[src/rtl/dbg_emio_probe.sv]
// EMIO/GPIO debug probe: GPIO-driven fake stream handshakes, probe readback, snapshot, beat/packet counters.
// Define DBG_EMIO_PROBE_SYNC_EN to insert a 2-flop synchroniser ahead of the from_gpio register stage.
`timescale 1ns/1ps
module dbg_emio_probe #(
  parameter int NUM_CH  = 8,
  parameter int DATA_W  = 8,
  parameter int ADDR_W  = 4,
  parameter int CNT_W   = 16,
  parameter int TIMEOUT = 1024
) (
  input  logic                       clk,
  input  logic                       reset,
  input  logic [63:0]                from_gpio,
  output logic [63:0]                to_gpio,
  output logic                       fake_out_valid,
  output logic                       fake_out_ready,
  output logic                       fake_out_last,
  input  logic                       out_busy,
  input  logic [NUM_CH*DATA_W-1:0]   probe_data,
  input  logic                       mon_valid,
  input  logic                       mon_ready,
  input  logic                       mon_last
);

  localparam int TMR_W = (TIMEOUT > 1) ? $clog2(TIMEOUT) : 1;
  localparam logic [TMR_W-1:0] TMR_LAST = TMR_W'(TIMEOUT - 1);

  typedef enum logic [1:0] {
    LIVE = 2'd0,
    WAIT = 2'd1,
    HELD = 2'd2
  } state_t;

  logic [63:0] g_in;
  logic [63:0] g_q;
  logic [3:0]  prev_q;

`ifdef DBG_EMIO_PROBE_SYNC_EN
  logic [63:0] sync1_q, sync2_q;

  always_ff @(posedge clk) begin
    if (reset) begin
      sync1_q <= '0;
      sync2_q <= '0;
    end else begin
      sync1_q <= from_gpio;
      sync2_q <= sync1_q;
    end
  end

  assign g_in = sync2_q;
`else
  assign g_in = from_gpio;
`endif

  // prev_q holds the previous g value of the edge-detected bits {12,11,10,8}
  always_ff @(posedge clk) begin
    if (reset) begin
      g_q    <= '0;
      prev_q <= '0;
    end else begin
      g_q    <= g_in;
      prev_q <= {g_q[12], g_q[11], g_q[10], g_q[8]};
    end
  end

  logic unused_g;
  assign unused_g = ^g_q;

  logic valid_edge, last_edge, snap_edge, clr_edge;
  assign valid_edge = g_q[8]  & ~prev_q[0];
  assign last_edge  = g_q[10] & ~prev_q[1];
  assign snap_edge  = g_q[11] & ~prev_q[2];
  assign clr_edge   = g_q[12] & ~prev_q[3];

  assign fake_out_ready = g_q[9];
  assign fake_out_valid = g_q[13] ? valid_edge : g_q[8];
  assign fake_out_last  = last_edge;

  state_t                     state_q;
  logic                       held_q, wait_q, tflag_q;
  logic [TMR_W-1:0]           timer_q;
  logic [NUM_CH*DATA_W-1:0]   snap_q;

  always_ff @(posedge clk) begin
    if (reset) begin
      state_q <= LIVE;
      held_q  <= 1'b0;
      wait_q  <= 1'b0;
      tflag_q <= 1'b0;
      timer_q <= '0;
      snap_q  <= '0;
    end else begin
      case (state_q)
        LIVE: begin
          if (snap_edge) begin
            state_q <= WAIT;
            wait_q  <= 1'b1;
            timer_q <= '0;
            tflag_q <= 1'b0;
          end
        end
        WAIT: begin
          // capture on the first quiet cycle, or give up waiting at the timer limit
          if (!out_busy || (timer_q == TMR_LAST)) begin
            snap_q  <= probe_data;
            state_q <= HELD;
            wait_q  <= 1'b0;
            held_q  <= 1'b1;
            if (out_busy) tflag_q <= 1'b1;
          end else begin
            timer_q <= timer_q + TMR_W'(1);
          end
        end
        HELD: begin
          if (snap_edge) begin
            state_q <= LIVE;
            held_q  <= 1'b0;
          end
        end
        default: begin
          state_q <= LIVE;
          held_q  <= 1'b0;
          wait_q  <= 1'b0;
        end
      endcase
    end
  end

  logic [CNT_W-1:0] beat_q, beat_d, pkt_q, pkt_d;
  logic             beat;

  assign beat = mon_valid & mon_ready;

  always_comb begin
    beat_d = beat_q;
    pkt_d  = pkt_q;
    if (clr_edge) begin
      beat_d = '0;
      pkt_d  = '0;
    end else if (beat) begin
      if (beat_q != '1) beat_d = beat_q + CNT_W'(1);
      if (mon_last && (pkt_q != '1)) pkt_d = pkt_q + CNT_W'(1);
    end
  end

  logic [ADDR_W-1:0] addr;
  logic [31:0]       rd_d, rd_q;
  logic              busy_q;

  assign addr = g_q[ADDR_W-1:0];

  always_comb begin
    rd_d = '0;
    for (int k = 0; k < NUM_CH; k++) begin
      if (addr == ADDR_W'(k)) begin
        rd_d = 32'((state_q == HELD) ? snap_q[k*DATA_W +: DATA_W]
                                     : probe_data[k*DATA_W +: DATA_W]);
      end
    end
    if (addr == ADDR_W'(NUM_CH))     rd_d = 32'(beat_q);
    if (addr == ADDR_W'(NUM_CH + 1)) rd_d = 32'(pkt_q);
  end

  always_ff @(posedge clk) begin
    if (reset) begin
      beat_q <= '0;
      pkt_q  <= '0;
      rd_q   <= '0;
      busy_q <= 1'b0;
    end else begin
      beat_q <= beat_d;
      pkt_q  <= pkt_d;
      rd_q   <= rd_d;
      busy_q <= out_busy;
    end
  end

  assign to_gpio = {28'd0, tflag_q, wait_q, held_q, busy_q, rd_q};

endmodule

[config.mk]
export PLATFORM = sky130hd
export DESIGN_NAME = dbg_emio_probe
export DESIGN_NICKNAME = d
export VERILOG_FILES = /design/src/rtl/dbg_emio_probe.sv
export SDC_FILE = /design/constraint.sdc
export NUM_CORES = 1
export LEC_CHECK = 0
export ABC_AREA = 1
export CELL_PAD_IN_SITES_DETAIL_PLACEMENT = 1
export CELL_PAD_IN_SITES_GLOBAL_PLACEMENT = 1
export CORE_ASPECT_RATIO = 0.5
export CORE_MARGIN = 4
export CORE_UTILIZATION = 34
export CTS_CLUSTER_DIAMETER = 100
export DETAILED_ROUTE_END_ITERATION = 16
export PLACE_DENSITY = 0.8
export SKIP_CTS_REPAIR_TIMING = 1
export SLEW_MARGIN = 20
export SYNTH_ARGS = -nofsm -noshare
export SYNTH_HDL_FRONTEND = slang
export SYNTH_SLANG_ARGS = --single-unit
[constraint.sdc]
create_clock -name clk -period 1.8 [get_ports clk]
set_input_delay 0.27 -clock clk [delete_from_list [all_inputs] [get_ports clk]]
set_output_delay 0.27 -clock clk [all_outputs]
set_load 0.03 [all_outputs]
==> results.py <==
metrics = {
    "status": {
        "status": "finished, violations left",
        "violations": "negative setup slack",
    },
    "sta": {
        "slew_violations": 0,
        "finalCriticalPeriod_ns": 1.956,
        "post-route-period-util": 1.087,
        "fmax_mhz": 511.2,
        "holdWs_ns": 0.3396,
        "hold_viol_final": 0,
        "setup_viol": 25,
        "fin_skew_ns": 0.008593,
        "grt_setup_unrepaired": "true",
        "setup_ws_ns": -0.1561,
    },
    "worst_setup_path": {
        "crit_arrival_ns": 2.27,
        "max_stage_delay_ns": 0.37,
        "crit_chain": "clkinv_4 > buf_4 > clkbuf_16 > nor2_4 > nand3_4 > nand2_4 > inv_2 > nor2_1 > nand3_1 > o31ai_1",
        "cp_slowest_cell": "dfxtp_2",
        "startpoint_type": "flop",
        "cp_max_fo": 13,
        "endpoint_kind": "flop",
        "cp.required_ns": 2.11,
        "critPathKind": "flop to flop",
    },
    "yosys": {
        "yosys_warnings": 0,
        "ys_seq_area_frac": 0.3803,
        "syn-instance-count": 1104,
        "ys_ff_latch": 142,
        "ys_types": 42,
        "syn_area_um2": 7476,
        "avgSynthCellArea_um2": 6.772,
    },
    "drt": {
        "dr.first_iter.drc_count": 567,
        "viasPerCell": 5.170,
        "num_vias": 8070,
        "drt_wl_total_mm": 30.67,
        "drc": 0,
        "drtPass1Iterations": 5,
        "ant_nets": 0,
        "wl_per_cell_um": 19.65,
    },
    "clocking": {
        "cts_tree": "built",
        "root_buffer": "clkbuf_16",
        "cts.clk_slew.worst_paths_ns": 0.07,
        "cts_buffers": 17,
        "clock_latency_ns": 0.45,
        "ctsHtreeMaxLevel": 4,
        "numClockSinks": 142,
        "cts_max_path_buffers": 2,
    },
    "finish": {
        "diodes": 0,
        "drive_above_1_share": 0.1610,
        "syn_to_final_growth_pct": 38.23,
        "final_area_um2": 10330,
        "layout.nets": 1385,
    },
    "power_and_ir_drop": {
        "ir_worst_vdd_uv": 637.2,
        "pwr_density_cell_nw_per_um2": 868.8,
        "leakagePower_nw": 4.178,
    },
    "placed_design": {
        "routabilityCongestion": 0.8500,
        "port-buffer-count": 102,
        "dp_hpwl_mm": 17.38,
        "dpl_cell_area_um2": 8815,
    },
    "global_route": {
        "antenna_found_initial": 0,
        "grt_pass1_wl_mm": 39.36,
        "grt_max_degree": 73,
        "grt_pass1_vias": 7665,
        "grt.total_usage": 0.2000,
        "grt-ovfl-total": 0,
    },
    "die": {
        "die_area_um2": 24570,
        "coreArea_um2": 21630,
        "die_h_um": 112.9,
        "io_pins": 201,
        "die_w_um": 217.7,
        "initial_utilization": 0.3456,
        "row_count": 38,
    },
    "hold_path": {
        "min_path_type": "input pin to flop",
    },
    "job": {
        "maxCapViolCount": 0,
    },
}
[final cells by class]
cell class / instances / area [µm²]
timing repair inverter: 1 / 7.507
inverter: 98 / 401.6
tap: 300 / 375.4
sequential: 142 / 2860
timing repair buffer: 178 / 1967
clock inverter: 14 / 264.0
fill: 2685 / 11300
clock buffer: 18 / 429.2
multi-input combinational: 810 / 4029
[path summary, 6_finish.rpt]
kind                                         startpoint                       to  slack [ns]  cells after the start
worst max-delay path            state_q[0]$_SDFFE_PP0P_  timer_q[1]$_SDFFE_PP0P_       -0.16                     10
worst min-delay path                       from_gpio[9]        g_q[9]$_SDFF_PP0_        0.34                      3
worst max register to register  state_q[0]$_SDFFE_PP0P_  timer_q[1]$_SDFFE_PP0P_       -0.16                     10
worst min register to register        g_q[8]$_SDFF_PP0_     prev_q[0]$_SDFF_PP0_        0.44                      2
[registers in the layout, indices dropped and copies added, names as in the netlist]
name / flops
busy_q: 1
tflag_q: 1
beat_q: 16
rd_q: 16
state_q: 2
snap_q: 64
prev_q: 4
wait_q: 1
held_q: 1
g_q: 10
pkt_q: 16
timer_q: 10
[worst max-delay path, delay by kind of cell, from the launching register on]
family,cells,cell delay (ns)
AOI/OAI and AO/OA,1,0.12
DFF,1,0.37
buffers and inverters,4,0.52
and+or+nand+nor,5,0.79
[kinds of logic (layout without fill, tap and decap cells)]
kind of cell | Yosys count | after routing | share of synthesized area
XOR/XNOR | 22 | 22 | 0.02577
flip-flops | 142 | 142 | 0.3803
AO/OA/AOI/OAI | 189 | 189 | 0.1361
AND/OR/NAND/NOR | 550 | 552 | 0.3138
other | 1 | 44 | 0.0005016
adder cells (fa/ha/maj) | 3 | 3 | 0.005021
buffers and inverters | 197 | 309 | 0.1386
[per-stage QoR]
step	setup slack, ns	utilization	setup TNS [ns]	power (mW)	cells
detailed placement	0.008687	0.4075	0	4.482	1493
global placement	0.05248	0.4075	0	4.449	1493
global route	-0.2760	0.4777	-5.516	9.217	1561
CTS	-0.1389	0.4395	-0.5850	8.744	1525
floorplan	0.1986	-	0	4.076	1147
finish	-0.1561	0.4777	-0.8656	8.978	1561
[synthesized netlist by cell type, drive strengths merged]
cell,instances,share of area
o22ai,7,0.0059
nand3b,6,0.0060
nand3,61,0.041
clkbuf,22,0.011
o211ai,8,0.0080
xnor2,1,0.0012
o21a,8,0.0080
o21bai,1,0.0010
nor2,212,0.11
xor2,21,0.025
a31oi,2,0.0017
nor3,19,0.017
clkinv,1,0.00067
buf,77,0.078
conb,1,0.00050
o31ai,2,0.0020
dfxtp,142,0.38
nor4,4,0.0033
a21oi,64,0.043
and3,2,0.0017
o21ai,94,0.063
nand4,20,0.017
o2111ai,1,0.0012
nand2,222,0.11
nor3b,2,0.0020
inv,97,0.049
a211oi,1,0.0010
ha,3,0.0050
or2,2,0.0017
o221a,1,0.0015
[placed cells by master (no fill, tap or decap), types with 3 or more instances in the layout]
cell and instances:
o21ai_0 47, xor2_1 21, nand4_1 20, nor4_1 4, o21ai_1 39, dfxtp_2 5, nor3_1 15, buf_4 44
nand3_2 3, dfxtp_1 134, buf_12 11, clkbuf_16 25, nand2_4 6, clkinv_4 3, conb_1 44, nor3_4 3
o21a_1 8, clkinvlp_4 5, a21oi_1 60, inv_2 9, clkdlybuf4s50_1 97, buf_6 10, dfxtp_4 3, o211ai_1 8
nor2_4 5, nand2_2 19, nand3_1 57, nor2_2 15, nor2_1 192, inv_1 85, nand2_1 197, nand3b_1 6
bufinv_16 7, dlymetal6s2s_1 5, o21ai_2 7, o22ai_1 7, a21oi_2 4
[per-layer routing]
| layer | up-vias | global-route usage | routed length [µm] |
|---|---|---|---|
| met1 | 3962 | 0.2429 | 13020 |
| met5 | - | 0 | 0 |
| met2 | 275 | 0.3595 | 15170 |
| met3 | 65 | 0.03354 | 1616 |
| li1 | 3768 | - | - |
| met4 | 0 | 0.07240 | 867 |
[report_power, final]
part | internal (mW) | switching (mW) | total (mW) | leakage (nW)
Combinational | 0.519 | 0.832 | 1.35 | 2.69
Sequential | 3.25 | 0.0656 | 3.31 | 1.16
Clock | 2.74 | 1.57 | 4.31 | 0.327
(Power assumes the default switching activity.)
